--- src/rtl/adc_range_pkg.sv ---
// -----------------------------------------------------------------------------
// adc_range_pkg
// Shared types for the ADC sample-clock range controller.
//   range_t   : clock-mux select encodings (MID=0, HIGH=1, LOW=2; 3 unused)
//   state_t   : controller sequencing states
//   cnt_width : bit width needed to hold a count of 0..max_val
// -----------------------------------------------------------------------------
package adc_range_pkg;

  typedef enum logic [1:0] {
    RNG_MID  = 2'd0,
    RNG_HIGH = 2'd1,
    RNG_LOW  = 2'd2
  } range_t;

  typedef enum logic [1:0] {
    IDLE,
    GATE,
    SWITCH,
    SETTLE
  } state_t;

  // Width of a down/up counter that must represent 0..max_val.
  function automatic int unsigned cnt_width(input int unsigned max_val);
    return (max_val < 2) ? 1 : $clog2(max_val + 1);
  endfunction

endpackage

--- src/rtl/adc_range_classifier.sv ---
// -----------------------------------------------------------------------------
// adc_range_classifier
// Purely combinational hysteresis classifier. Given the current mux select
// and a frequency measurement, returns the range the measurement belongs to.
// Leaving a range requires crossing its boundary by the hysteresis margin.
//
// Ports:
//   fx_data   in  FX_W  measured frequency (unsigned)
//   sel       in  2     current mux select (range_t encoding)
//   candidate out 2     range the measurement indicates
// -----------------------------------------------------------------------------
module adc_range_classifier
  import adc_range_pkg::*;
#(
  parameter int unsigned     FX_W    = 64,
  parameter longint unsigned LO_TH   = 100,
  parameter longint unsigned HI_TH   = 100000,
  parameter longint unsigned LO_HYST = 5,
  parameter longint unsigned HI_HYST = 1000
) (
  input  logic [FX_W-1:0] fx_data,
  input  logic [1:0]      sel,
  output range_t          candidate
);

  // One extra bit so TH+HYST can never wrap at the measurement width.
  typedef logic [FX_W:0] wide_t;

  localparam wide_t LO_TH_W   = wide_t'(LO_TH);
  localparam wide_t HI_TH_W   = wide_t'(HI_TH);
  localparam wide_t LO_HYST_W = wide_t'(LO_HYST);
  localparam wide_t HI_HYST_W = wide_t'(HI_HYST);

  localparam wide_t LO_UP = LO_TH_W + LO_HYST_W;
  localparam wide_t HI_UP = HI_TH_W + HI_HYST_W;
  // Lower edges clamp at zero rather than wrapping to a huge threshold.
  localparam wide_t LO_DN = (LO_HYST_W > LO_TH_W) ? '0 : LO_TH_W - LO_HYST_W;
  localparam wide_t HI_DN = (HI_HYST_W > HI_TH_W) ? '0 : HI_TH_W - HI_HYST_W;

  wide_t fx_w;
  assign fx_w = {1'b0, fx_data};

  // NOTE: every output of an always_comb is given a value before any branch,
  // so no path leaves it unassigned and no latch is inferred.
  always_comb begin
    candidate = RNG_MID;
    unique case (sel)
      2'd0: begin
        if (fx_w >= HI_UP)      candidate = RNG_HIGH;
        else if (fx_w < LO_DN)  candidate = RNG_LOW;
        else                    candidate = RNG_MID;
      end
      2'd1: begin
        if (fx_w < HI_DN)       candidate = (fx_w < LO_DN) ? RNG_LOW : RNG_MID;
        else                    candidate = RNG_HIGH;
      end
      2'd2: begin
        if (fx_w >= LO_UP)      candidate = (fx_w >= HI_UP) ? RNG_HIGH : RNG_MID;
        else                    candidate = RNG_LOW;
      end
      default:                  candidate = RNG_MID;
    endcase
  end

endmodule

--- src/rtl/adc_clk_range_ctrl.sv ---
// -----------------------------------------------------------------------------
// adc_clk_range_ctrl
// Selects one of three ADC sample clocks from frequency measurements. A range
// change needs CONFIRM consecutive agreeing samples, then runs a gated switch:
// clock enable low (GATE_CYC cycles), select change (SWITCH), settle
// (SETTLE_CYC cycles), enable high. The select only moves while the enable
// is low, which is what keeps the downstream clock mux glitch-free.
//
// Optional build macro FORCE_RANGE_EN adds a manual range override
// (force_en / force_sel) that bypasses confirmation.
//
// Ports:
//   clk          in   1     control clock
//   rst          in   1     asynchronous active-low reset
//   fx_data      in   FX_W  measured frequency
//   fx_valid     in   1     one-cycle strobe qualifying fx_data
//   force_en     in   1     (FORCE_RANGE_EN) request manual range
//   force_sel    in   2     (FORCE_RANGE_EN) requested range, 3 ignored
//   sel          out  2     mux select: 0=mid, 1=high, 2=low
//   clk_en       out  1     ADC clock gate enable
//   busy         out  1     high whenever not in IDLE
//   switch_done  out  1     one-cycle pulse in the first IDLE after a switch
// -----------------------------------------------------------------------------
module adc_clk_range_ctrl
  import adc_range_pkg::*;
#(
  parameter int unsigned     FX_W       = 64,
  parameter longint unsigned LO_TH      = 100,
  parameter longint unsigned HI_TH      = 100000,
  parameter longint unsigned LO_HYST    = 5,
  parameter longint unsigned HI_HYST    = 1000,
  parameter int unsigned     CONFIRM    = 3,
  parameter int unsigned     GATE_CYC   = 4,
  parameter int unsigned     SETTLE_CYC = 16
) (
  input  logic            clk,
  input  logic            rst,
  input  logic [FX_W-1:0] fx_data,
  input  logic            fx_valid,
`ifdef FORCE_RANGE_EN
  input  logic            force_en,
  input  logic [1:0]      force_sel,
`endif
  output logic [1:0]      sel,
  output logic            clk_en,
  output logic            busy,
  output logic            switch_done
);

  localparam int unsigned CNT_W = cnt_width(CONFIRM);
  localparam int unsigned TMR_W =
    cnt_width((GATE_CYC > SETTLE_CYC) ? GATE_CYC : SETTLE_CYC);

  localparam logic [CNT_W-1:0] CONFIRM_V   = CNT_W'(CONFIRM);
  localparam logic [TMR_W-1:0] GATE_LOAD   = TMR_W'(GATE_CYC - 1);
  localparam logic [TMR_W-1:0] SETTLE_LOAD = TMR_W'(SETTLE_CYC - 1);

  state_t           state_q,   state_d;
  logic [TMR_W-1:0] timer_q,   timer_d;
  logic [CNT_W-1:0] cnt_q,     cnt_d;
  logic [CNT_W-1:0] cnt_inc;
  range_t           pending_q, pending_d;
  range_t           target_q,  target_d;
  range_t           sel_q,     sel_d;
  logic             from_sw_q, from_sw_d;  // SETTLE was entered from SWITCH
  logic             done_q,    done_d;
  range_t           candidate;

  logic             force_req;   // override active: automatic control paused
  logic             force_go;    // override asks for a real range change
  range_t           force_tgt;

`ifdef FORCE_RANGE_EN
  assign force_req = force_en;
  assign force_go  = force_en && (force_sel != sel_q) && (force_sel != 2'd3);
  assign force_tgt = range_t'(force_sel);
`else
  assign force_req = 1'b0;
  assign force_go  = 1'b0;
  assign force_tgt = RNG_MID;
`endif

  adc_range_classifier #(
    .FX_W    (FX_W),
    .LO_TH   (LO_TH),
    .HI_TH   (HI_TH),
    .LO_HYST (LO_HYST),
    .HI_HYST (HI_HYST)
  ) u_classifier (
    .fx_data   (fx_data),
    .sel       (sel_q),
    .candidate (candidate)
  );

  always_comb begin
    state_d   = state_q;
    timer_d   = timer_q;
    cnt_d     = '0;          // confirmation only accumulates in IDLE
    cnt_inc   = '0;
    pending_d = pending_q;
    target_d  = target_q;
    sel_d     = sel_q;
    from_sw_d = from_sw_q;
    done_d    = 1'b0;
    clk_en    = 1'b0;
    busy      = 1'b1;

    unique case (state_q)
      IDLE: begin
        clk_en = 1'b1;
        busy   = 1'b0;
        cnt_d  = cnt_q;
        if (force_req) begin
          cnt_d = '0;
          if (force_go) begin
            state_d  = GATE;
            timer_d  = GATE_LOAD;
            target_d = force_tgt;
          end
        end else if (fx_valid) begin
          if (candidate == sel_q) begin
            cnt_d = '0;
          end else begin
            // A different disagreeing range restarts the run at one sample.
            cnt_inc   = (candidate == pending_q) ? cnt_q + 1'b1 : CNT_W'(1);
            pending_d = candidate;
            if (cnt_inc == CONFIRM_V) begin
              state_d  = GATE;
              timer_d  = GATE_LOAD;
              target_d = candidate;
              cnt_d    = '0;
            end else begin
              cnt_d = cnt_inc;
            end
          end
        end
      end

      GATE: begin
        if (timer_q == '0) begin
          // Select moves on entry to SWITCH, while the enable is still low.
          state_d = SWITCH;
          sel_d   = target_q;
        end else begin
          timer_d = timer_q - 1'b1;
        end
      end

      SWITCH: begin
        state_d   = SETTLE;
        timer_d   = SETTLE_LOAD;
        from_sw_d = 1'b1;
      end

      SETTLE: begin
        if (timer_q == '0) begin
          state_d   = IDLE;
          done_d    = from_sw_q;   // post-reset settle exits silently
          from_sw_d = 1'b0;
        end else begin
          timer_d = timer_q - 1'b1;
        end
      end
    endcase
  end

  // NOTE: state registers use non-blocking assignments so every flop samples
  // the pre-edge values, independent of statement order.
  always_ff @(posedge clk or negedge rst) begin
    if (!rst) begin
      state_q   <= SETTLE;
      timer_q   <= SETTLE_LOAD;
      cnt_q     <= '0;
      pending_q <= RNG_MID;
      target_q  <= RNG_MID;
      sel_q     <= RNG_MID;
      from_sw_q <= 1'b0;
      done_q    <= 1'b0;
    end else begin
      state_q   <= state_d;
      timer_q   <= timer_d;
      cnt_q     <= cnt_d;
      pending_q <= pending_d;
      target_q  <= target_d;
      sel_q     <= sel_d;
      from_sw_q <= from_sw_d;
      done_q    <= done_d;
    end
  end

  assign sel         = sel_q;
  assign switch_done = done_q;

endmodule
--- config.mk ---
export PLATFORM = sky130hd
export DESIGN_NAME = adc_clk_range_ctrl
export DESIGN_NICKNAME = d
export VERILOG_FILES = /design/src/rtl/adc_range_pkg.sv /design/src/rtl/adc_range_classifier.sv /design/src/rtl/adc_clk_range_ctrl.sv
export SDC_FILE = /design/constraint.sdc
export NUM_CORES = 1
export LEC_CHECK = 0
export ABC_AREA = 1
export CORE_MARGIN = 3
export CORE_UTILIZATION = 41
export DETAILED_ROUTE_END_ITERATION = 10
export PLACE_DENSITY = 0.8
export RECOVER_POWER = 100
export SLEW_MARGIN = 20
export SYNTH_ARGS = -nofsm -noshare
export SYNTH_HDL_FRONTEND = slang
export SYNTH_SLANG_ARGS = --single-unit
--- constraint.sdc ---
create_clock -name clk -period 2.2 [get_ports clk]
set_clock_uncertainty 0.05 [all_clocks]
set_input_delay 0.22 -clock clk [delete_from_list [all_inputs] [get_ports clk]]
set_output_delay 0.22 -clock clk [all_outputs]
set_load 0.05 [all_outputs]
### Yosys cells after proc, flatten, opt, wreduce, memory -nomap -nowiden

Index checks and enable logic that the tools add are counted.

| storage, ports and cells | value |
|---|---|
| register bits | 17 |
| latch bits | 0 |
| bits in writable memories | 0 |
| bits in read-only memories | 0 |
| input bits | 67 |
| output and inout port bits | 5 |
| memories | 0 |

| operators by class | value |
|---|---|
| $add $sub $neg | 2 |
| multiply operators | 0 |
| div/mod/pow operators | 0 |
| order comparisons | 4 |
| eq/ne operators | 14 |
| shifts and indexed selects | 0 |
| muxes and demuxes | 28 |
| bitwise operators | 1 |
| reduce and logical (&&, ||, !) cells | 11 |

Operators by type and width:

| kind | number |
|---|---|
| $ge 64x17->1 const B | 1 |
| $ge 64x7->1 const B | 1 |
| $lt 64x17->1 const B | 1 |
| $lt 64x7->1 const B | 1 |
| $mux 2 | 14 |
| $mux 5 | 4 |
| $pmux 5 s3 | 1 |
| $ne 2x2->1 const B | 6 |
| $eq 2x2->1 const B | 4 |
| $pmux 2 s4 | 1 |
| $reduce_and 4->1 | 2 |
| $mux 1 | 6 |
| $pmux 2 s3 | 1 |
| $logic_not 5->1 | 1 |
| $reduce_and 5->1 | 1 |
| $sub 5x1->5 const B | 1 |
| $eq 2x1->1 const B | 2 |
| $eq 2x2->1 | 2 |
| $logic_not 2->1 | 2 |
| $reduce_and 2->1 | 2 |
| $reduce_and 3->1 | 1 |
| $add 2x1->2 const B | 1 |
| $pmux 1 s2 | 1 |
| $reduce_bool 2->1 | 1 |
| 2 further kinds | 2 |

### Logic depth before layout (Yosys ltp)

Gate-level depths: netlist of the first run.

| depth | value |
|---|---|
| depth in word-level cells | 11 |
| mapped depth | 17 |

### Modules after synthesis

A second synthesis of the first run with hierarchy kept.

| unflattened totals | value |
|---|---|
| cells, all modules | 258 |
| area, all modules | 1539.0 µm² |

By module, submodules not included:

| module | times used | cells each | area each (µm²) | sequential area each (µm²) |
|---|---|---|---|---|
| adc_clk_range_ctrl | 1 | 133 | 1009.7 | 432.9 |
| adc_range_classifier | 1 | 125 | 529.3 | 0.0 |

### Worst setup path after synthesis of the first run

No wires, ideal clock.

| timing | value |
|---|---|
| path kind | register -> register |
| start | register state_q[0] |
| end | register timer_q[4] |
| library setup time | 118 ps |
| data arrival time | 1956 ps |
| slack | 76 ps |
| stages on the path, launching flop included | 8 |
| path buffers | 0 |
| path through | dfstp_2 -> inv_1 -> ha_1 -> inv_1 -> o21bai_4 -> nand2_4 -> nand2_1 -> nand2_1 |

| on the way | value |
|---|---|
| longest elaborated chain between the ends | 4 |
| elaborated cells on any way between the ends | 11 |
| those cells by class | eq/ne: 7; mux: 1; reduce/logical: 3 |

RTL lines:

| item | line | RTL |
|---|---|---|
| start, declared | adc_clk_range_ctrl.sv:58 | `state_t state_q, state_d;` |
| start signal, assigned | adc_clk_range_ctrl.sv:180 | `state_q <= state_d;` |
| $eq 2x2->1 or $eq 2x1->1 (tied branches) | adc_clk_range_ctrl.sv:108 | `unique case (state_q)` |
| $reduce_or 2->1 (no source line) | - |  |
| $ne 2x2->1 (no source line) | - |  |
| $reduce_and 4->1 (no source line) | - |  |
| end signal, assigned | adc_clk_range_ctrl.sv:181 | `timer_q <= timer_d;` |
| end, declared | adc_clk_range_ctrl.sv:59 | `logic [TMR_W-1:0] timer_q, timer_d;` |

Several ways; a longest one is shown, not always the timed one.
A chain may end at the register's enable or synchronous reset.

### Final worst setup path of the first run

| timing | value |
|---|---|
| start | register state_q[0] |
| end | output busy |

| on the way | value |
|---|---|
| longest elaborated chain between the ends | 2 |

RTL lines:

| item | line | RTL |
|---|---|---|
| $logic_not 2->1 | - |  |
| $mux 1 | adc_clk_range_ctrl.sv:108 |  |
| end, declared | adc_clk_range_ctrl.sv:46 | `output logic busy,` |

Every way passes these cells.

==> flow_summary_export.csv, run 1 <==
group,metric,value,unit
timing,post-route-period-util,92.34,%
yosys,synth_cells,248,
critical_path,arrival,1.76,ns
critical_path,r2r_cells,16,
yosys,avgSynthCellArea,6.135,um^2
place,pre_cts_slack,-0.1423,ns
route,wl,4.588,mm
clock_network,cts_buffers,3,
place,dpl.cell_count,373,
place,placed_area,0.002360,mm^2
floorplan,core-area,0.003442,mm^2
floorplan,initial_core_util,44.20,%
floorplan,die_area,0.004478,mm^2
route,initialDrtViolationCount,91,
yosys,yosys.cell_types.count,30,
route,vias,1759,
critical_path,startpoint_type,"flip-flop",
global_routing,grt_max_degree,18,
cells_and_area,nFillCells,316,
yosys,synth_flop_cell,"dfrtp_1",
pwr,power_frac_seq,28.8,%
clock_network,clock_latency,0.25,ns
route,via_per_inst,4.653,
yosys,yosys_warnings,0,
timing,worstMarginPinSlew,0.9053,ns
critical_path,endpoint,"busy",
route,wl_per_cell,12.14,um
global_routing,grt_overflow,0,
hold_path,hold_class,"flip-flop to flip-flop",
yosys,synth_top_area_share,18.09,%
route,ant_nets,0,
place,dpl.hpwl,3.873,mm
clock_network,path_clk_slew,0.06,ns
yosys,synth_fp_nets,321,
critical_path,reg2reg_to,"timer_q[4]",
clock_network,cts_setup_buffers,0,
cells_and_area,fin_util,69.57,%
pwr,p_int,1.091,mW
yosys,yosys-top-cells-area,"dfrtp_1, nand2_1, nor2_1",
pwr,combPwrFrac,59.8,%
critical_path,r2r-start,"sel[1]",
yosys,synthTopCellsByCount,"nand2_1, nor2_1, inv_1",
yosys,netlist_area,0.001521,mm^2
clock_network,hold_buffers,0,
cells_and_area,drive_above_1_share,9.940,%
timing,slew_violations,0,
pwr,power.switching,947.2,uW
global_routing,grt_pass1_vias,1646,
timing,fmax,492.2,MHz
floorplan,die_w,66.92,um
timing,fin_ws,0.1685,ns
route,drt_pass1_iterations,4,
yosys,synth_most_common_cell,"nand2_1",
cells_and_area,layoutNonFillerInstCount,378,
pwr,cellPowerDensity,851.1,mW/mm^2
cells_and_area,nNetsFinal,406,
yosys,ys_seq_area_share,28.45,%
flow_run,maxCapViolations,0,
pwr,clkPwrFrac,11.5,%
clock_network,cts_tree,"done",
clock_network,cts-htree-levels,1,
cells_and_area,antenna_cells,0,
floorplan,die-height,66.92,um
clock_network,clock_sinks,17,
yosys,synth_edf_count,0,
yosys,synthArstFlopShare,100.0,%
global_routing,antenna_found_initial,0,
pwr,irDropWorstVdd,0.0007646,V
critical_path,r2r_setup_slack,0.31,ns
place,globalplace.congestion,0.8486,
cells_and_area,fin_area,0.002395,mm^2
yosys,synth_top_cell_by_area,"dfrtp_1",
place,port_buffers,71,
pwr,cellLeakagePower,1.124,nW
route,drc,0,
critical_path,cp_max_fo,6,
timing,max_slew_margin,39.65,%
yosys,ys_seq_elements,17,
floorplan,ios,72,
global_routing,grtUsageTotal,21.49,%
pwr,swShare,46.47,%
timing,finalHoldViolCount,0,
critical_path,crit_type,"flip-flop to output port",
timing,fin_setup_tns,0,ns
timing,fin_crit,2.032,ns
floorplan,rows,21,
cells_and_area,syn_to_final_growth,57.40,%
timing,final-setup-viol-count,0,
critical_path,endpoint_kind,"output port",
clock_network,clk_path_buf_depth,2,
status,run_status,"finished, final reports clean",
critical_path,crit_required,1.93,ns
critical_path,crit_path_start,"state_q[0]",
clock_network,clockRootBuffer,"clkbuf_8",
global_routing,grt_pass1_wl,7.272,mm
power by group through the flow:
stage / Clock (mW) / Combinational [mW] / Sequential [mW]
2_1_floorplan: 0 / 0.749 / 0.634
3_3_place_gp: 0 / 1.23 / 0.594
3_5_place_dp: 0 / 1.26 / 0.597
4_1_cts: 0.236 / 1.26 / 0.593
5_1_grt: 0.252 / 1.39 / 0.608
6_report: 0.234 / 1.22 / 0.587
through the flow:
stage / power, mW / hold slack (ns)
final: 2.038 / 0.4291
after detailed placement: 1.857 / 0.4167
after CTS: 2.091 / 0.2426
after global routing: 2.248 / 0.4685
after floorplan: 1.383 / -0.1256
after global placement: 1.822 / 0.4282
how the worst min path moves through the flow:
stage,startpoint,endpoint,slack (ns),cells after the start
after global routing,timer_q[3],timer_q[3],0.47,2
after CTS,rst,from_sw_q,0.24,2
after global placement,timer_q[1],timer_q[1],0.43,2
after floorplan,rst,cnt_q[0],-0.13,0
final,timer_q[1],timer_q[1],0.43,2
after detailed placement,timer_q[1],timer_q[1],0.42,2
layout make-up:
cell class                 instances  area, um^2  share of cell area (%)
timing repair buffer              79       759.5                   31.71
sequential                        17       432.9                   18.08
multi-input combinational        194       955.9                   39.92
clock buffer                       4       45.04                   1.881
tap                               46       57.56                   2.403
inverter                          38       143.9                   6.008
kinds of logic (layout without fill, tap and decap cells):
logic type / count (synthesis) / after routing / synth area share (%)
AO/OA/AOI/OAI: 20 / 21 / 7.812
adder cells (fa/ha/maj): 6 / 6 / 4.934
flip-flops: 17 / 17 / 28.45
buffers and inverters: 38 / 121 / 9.457
XOR/XNOR: 2 / 2 / 1.152
AND/OR/NAND/NOR: 165 / 165 / 48.19
layout by cell type (no fill, tap or decap), types with 2 or more instances in the layout:
master / Yosys / final
nand2_1: 71 / 70
clkdlybuf4s50_1: 0 / 64
nor2_1: 48 / 48
inv_1: 36 / 36
nand3_1: 22 / 23
dfrtp_1: 11 / 11
o21ai_0: 7 / 7
a21oi_1: 6 / 6
nand2_2: 5 / 6
ha_1: 6 / 6
buf_4: 0 / 6
dlygate4sd3_1: 0 / 4
dfstp_2: 6 / 4
nor2_2: 3 / 3
nand4_1: 3 / 3
nor3_1: 3 / 3
o21ai_1: 3 / 3
clkbuf_8: 0 / 3
clkbuf_1: 0 / 3
o22ai_1: 2 / 2
dfstp_1: 0 / 2
what timing repair did:
item / in CTS / in global routing
setup endpoints to repair: 1 / 9
pin swaps: 0 / 1
resized for setup: 1 / 3
gates cloned: 0 / 1
critical path: stages (launching register included):
cell	delay [ns]
dfstp_1	0.60
inv_1	0.15
ha_1	0.27
inv_1	0.17
clkbuf_2	0.31
state kept, by name, summed over array words and instances (netlist names):
| register | flops |
|---|---|
| cnt_q | 2 |
| from_sw_q | 1 |
| pending_q | 2 |
| sel | 2 |
| state_q | 2 |
| switch_done | 1 |
| target_q | 2 |
| timer_q | 5 |
routing by layer:
metal | GRT usage (%) | routed length (um) | vias up
met5 | 0 | 0 | -
met1 | 23.71 | 1838 | 767
met2 | 42.08 | 2510 | 42
li1 | - | - | 944
met3 | 3.710 | 195 | 6
met4 | 4.557 | 44 | 0
Note: power is estimated with default switching activity, not from simulation.
==> inputs of run 2 (changes only) <==
CORE_ASPECT_RATIO = 0.9   (was unset)
CORE_UTILIZATION = 44   (was 41)
PLACE_DENSITY = 0.85   (was 0.8)
clock period = 2.45 ns   (was 2.2 ns; I/O delays follow)
==> run 2 against run 1 <==
Highest routed layer unchanged. Global-route usage decreased by 0.16 points. Clock power shrank 7%. Critical path depth down 1. Final cell count decreased by 3.4%. Utilization up 2.9 points. Via count down 0.91%. Routed wire length decreased by 7.1%.
==> flow_summary_export.csv, run 2 (synthesis results as in run 1) <==
group,metric,value,unit
route,ant_nets,0,
timing,final-setup-viol-count,0,
critical_path,startpoint_type,"flip-flop",
global_routing,antenna_found_initial,0,
timing,fmax,436.9,MHz
status,run_status,"finished, final reports clean",
route,drt_pass1_iterations,4,
critical_path,arrival,1.99,ns
global_routing,grt_overflow,0,
place,port_buffers,71,
route,vias,1743,
floorplan,die_w,67.99,um
place,dpl.hpwl,3.495,mm
timing,post-route-period-util,93.43,%
place,globalplace.congestion,0.8560,
global_routing,grt_pass1_wl,6.803,mm
timing,max_slew_margin,48.02,%
clock_network,cts-htree-levels,1,
timing,rsz0062_at_grt,"no",
cells_and_area,final_cell_mix,"nand2_1, clkdlybuf4s50_1, nor2_1",
route,met2_length,2.143,mm
pwr,cellPowerDensity,763.5,mW/mm^2
cells_and_area,regMostFlops,"timer_q",
clock_network,clockRootBuffer,"clkbuf_8",
timing,slew_violations,0,
cells_and_area,fin_util,72.43,%
route,initialDrtViolationCount,64,
clock_network,clk_path_buf_depth,2,
floorplan,die_area,0.004200,mm^2
cells_and_area,antenna_cells,0,
critical_path,crit_type,"flip-flop to output port",
pwr,irDropWorstVdd,0.0007108,V
timing,worstMarginPinSlew,0.7771,ns
cells_and_area,drive_above_1_share,6.192,%
floorplan,core-area,0.003186,mm^2
timing,fin_setup_tns,0,ns
clock_network,cts_resized,0,
route,drt-met1-wl,1.881,mm
global_routing,grt_pass1_vias,1559,
cells_and_area,largest_register_ffs,5,
cells_and_area,syn_to_final_growth,51.64,%
route,wl_per_cell,11.67,um
pwr,p_total,1.761,mW
floorplan,ios,72,
floorplan,die-height,61.79,um
clock_network,cts_buffers,3,
hold_path,hold_class,"flip-flop to flip-flop",
global_routing,grt_max_degree,18,
clock_network,hold_buffers,0,
route,wl,4.261,mm
timing,finalHoldViolCount,0,
clock_network,clock_sinks,17,
critical_path,crit_required,2.15,ns
route,via_per_inst,4.775,
floorplan,initial_core_util,47.76,%
pwr,cellLeakagePower,1.081,nW
clock_network,path_clk_slew,0.07,ns
floorplan,rows,19,
clock_network,cts_tree,"done",
cells_and_area,final_common_cell,"nand2_1",
cells_and_area,nNetsFinal,397,
place,pre_cts_slack,0.08732,ns
critical_path,endpoint_kind,"output port",
global_routing,grtUsageTotal,21.33,%
route,wl_met3,159,um
flow_run,maxCapViolations,0,
timing,fin_ws,0.1609,ns
clock_network,cts_setup_buffers,0,
timing,fin_crit,2.289,ns
critical_path,cp_max_fo,6,
clock_network,clock_latency,0.26,ns
route,drc,0,
route,topRoutingLayerUsed,"met4",
==> run 2: final timing paths <==
| check | from | endpoint | slack, ns | cells after the start |
|---|---|---|---|---|
| setup / recovery | state_q[0] | clk_en | 0.16 | 3 |
| hold / removal | timer_q[1] | timer_q[1] | 0.43 | 2 |
| min in group asynchronous | rst | target_q[0] | 0.45 | 1 |
| hold reg to reg | timer_q[1] | timer_q[1] | 0.43 | 2 |
| setup reg to reg | sel[1] | target_q[0] | 0.47 | 14 |
| max in group asynchronous | rst | switch_done | 1.41 | 1 |
==> run 2: worst max-delay path, cell delays in order, from the launching register on <==
cell	delay, ns
dfstp_2	0.57
inv_1	0.12
ha_1	0.27
dlygate4sd3_1	0.78
==> run 2: metrics by stage <==
step	area [um^2]	hold slack [ns]	cells
3_3_place_gp	2282	0.4250	361
3_5_place_dp	2282	0.4196	361
5_1_grt	2307	0.4662	365
2_1_floorplan	1521	-0.1006	248
4_1_cts	2328	0.4037	365
6_report	2307	0.4282	365
==> run 2: power by group <==
part           internal (mW)  total, mW  switching [mW]
clock network          0.113      0.217           0.104
logic                  0.392       1.01           0.617
registers              0.424      0.536           0.112
==> run 2: cell type report <==
class / instances / area (um^2)
tap: 42 / 52.55
clock buffer: 3 / 41.29
multi-input combinational: 193 / 927.1
sequential: 17 / 432.9
inverter: 38 / 143.9
fill: 297 / 878.3
clock inverter: 1 / 5.005
timing repair buffer: 71 / 704.4
==> run 2: metal layers <==
metal / GRT usage, % / vias to the layer above
li1: - / 923
met1: 25.33 / 778
met2: 38.74 / 34
met3: 4.137 / 8
met4: 7.082 / 0
met5: 0 / -
==> inputs of run 3 (changes only) <==
SETUP_SLACK_MARGIN = 0.15   (was unset)
==> run 3 against run 2 <==
Total power is 0.44% lower. Largest power group unchanged. Clock power hardly changed. Via count hardly changed. Setup slack better by 0.13 ns. Count of clock-buffer cells in the layout stayed put. Critical path type unchanged. Sequential power hardly changed. Largest cell class unchanged.
==> flow_summary_export.csv, run 3 (synthesis results as in run 1) <==
group,metric,value,unit
status,run_status,"finished, final reports clean",
clock_network,clock_latency,0.26,ns
floorplan,ios,72,
floorplan,die-height,61.79,um
critical_path,cp_slowest_stage_delay,0.57,ns
route,via_per_inst,4.773,
timing,slew_violations,0,
global_routing,grt_overflow,0,
timing,max_slew_margin,48.03,%
pwr,cellPowerDensity,761.4,mW/mm^2
route,drt_pass1_iterations,4,
global_routing,grt_pass1_vias,1559,
cells_and_area,regArea,432.9,um^2
timing,rsz0062_at_grt,"no",
pwr,cellLeakagePower,1.078,nW
pwr,swShare,47.51,%
critical_path,crit_top_cell,"inv_1",
floorplan,die_area,0.004200,mm^2
floorplan,core-area,0.003186,mm^2
global_routing,grt_max_degree,18,
clock_network,clock_sinks,17,
critical_path,cp_max_fo,6,
route,drc,0,
critical_path,slowest_stage,"dfstp_2",
floorplan,initial_core_util,47.76,%
clock_network,clockRootBuffer,"clkbuf_8",
global_routing,grt_pass1_wl,6.803,mm
cells_and_area,nFillCells,299,
critical_path,crit_type,"flip-flop to output port",
cells_and_area,drive_above_1_share,6.502,%
cells_and_area,fin_area,0.002303,mm^2
critical_path,r2r-start,"sel[1]",
hold_path,hold_class,"flip-flop to flip-flop",
critical_path,startpoint_type,"flip-flop",
timing,fin_setup_tns,0,ns
place,globalplace.congestion,0.8560,
flow_run,maxCapViolations,0,
cells_and_area,nNetsFinal,397,
clock_network,clk_path_buf_depth,2,
place,placed_area,0.002282,mm^2
clock_network,cts-htree-levels,1,
route,wl,4.267,mm
route,initialDrtViolationCount,63,
place,pre_cts_slack,0.08732,ns
clock_network,cts_buffers,3,
clock_network,path_clk_slew,0.07,ns
timing,fin_crit,2.155,ns
place,dpl.cell_count,361,
pwr,p_int,920.5,uW
timing,worst_hold_slack,0.4282,ns
route,vias,1742,
pwr,power.switching,833.3,uW
cells_and_area,multi_input_area,929.6,um^2
floorplan,rows,19,
cells_and_area,syn_to_final_growth,51.40,%
pwr,power_frac_seq,30.6,%
place,dpl.hpwl,3.495,mm
clock_network,cts_tree,"done",
cells_and_area,final_common_cell,"nand2_1",
timing,worstMarginPinSlew,0.7770,ns
clock_network,hold_buffers,0,
timing,fin_ws,0.2949,ns
cells_and_area,largest_register_ffs,5,
critical_path,arrival,1.86,ns
pwr,irDropWorstVdd,0.0007742,V
route,ant_nets,0,
critical_path,crit_required,2.15,ns
timing,post-route-period-util,87.96,%
place,port_buffers,71,
cells_and_area,layoutNonFillerInstCount,365,
pwr,clkPwrFrac,12.4,%
timing,final-setup-viol-count,0,
critical_path,endpoint_kind,"output port",
global_routing,antenna_found_initial,0,
timing,finalHoldViolCount,0,
global_routing,grtUsageTotal,21.33,%
cells_and_area,antenna_cells,0,
cells_and_area,regMostFlops,"timer_q",
floorplan,die_w,67.99,um
route,wl_per_cell,11.69,um
critical_path,crit_path_cell_trace,"inv_1 -> ha_1 -> inv_1 -> clkbuf_1",
hold_path,hp-start,"timer_q[1]",
cells_and_area,final_cell_mix,"nand2_1, clkdlybuf4s50_1, nor2_1",
pwr,combPwrFrac,57.1,%
timing,fmax,464.0,MHz
critical_path,crit_path_start,"state_q[0]",
## run 3: layer usage
metal  vias to the layer above  global-route usage [%]  part of all wire [%]
met4                         0                   7.082                   1.8
met3                         8                   4.137                   3.7
met2                        34                   38.74                    50
met5                         -                       0                     0
met1                       777                   25.33                    44
li1                        923                       -                     -
## run 3: final timing paths
| path | end | slack [ns] | cells after the start |
|---|---|---|---|
| max in group asynchronous | switch_done | 1.41 | 1 |
| max | busy | 0.29 | 4 |
| min | timer_q[1] | 0.43 | 2 |
| min in group asynchronous | target_q[0] | 0.45 | 1 |
| min reg2reg | timer_q[1] | 0.43 | 2 |
| max reg2reg | target_q[0] | 0.46 | 14 |
## run 3: area by class of cell
cell class	count	share of cell area (%)
Multi-Input combinational cell	193	40.36
Tap cell	42	2.281
Clock buffer	3	1.793
Inverter	38	6.247
Timing Repair Buffer	71	30.31
Sequential cell	17	18.79
Clock inverter	1	0.2173
## run 3: repair_timing
action,CTS,global route
setup endpoints to repair,0,1
hold endpoints to repair,0,0
gates resized for setup,0,1
setup buffers,0,0
## run 3: critical path: cells and delay by family (launching register included)
family | cells | cell delay (ns)
buffers and inverters | 3 | 0.76
flip-flops | 1 | 0.57
adder cells (fa/ha/maj) | 1 | 0.27
## run 3: power by group through the flow
stage          logic, mW  clock network, mW  registers, mW
6_report            1.00              0.217          0.536
4_1_cts             1.05              0.221          0.534
3_5_place_dp        1.04                  0          0.533
2_1_floorplan      0.673                  0          0.569
3_3_place_gp        1.03                  0          0.536
5_1_grt             1.13              0.236          0.550
## run 3: stage by stage
| step | power, mW | utilization, % |
|---|---|---|
| 3_3_place_gp | 1.562 | 71.64 |
| 4_1_cts | 1.801 | 73.10 |
| 6_report | 1.754 | 72.31 |
| 5_1_grt | 1.919 | 72.31 |
| 2_1_floorplan | 1.242 | - |
| 3_5_place_dp | 1.572 | 71.64 |
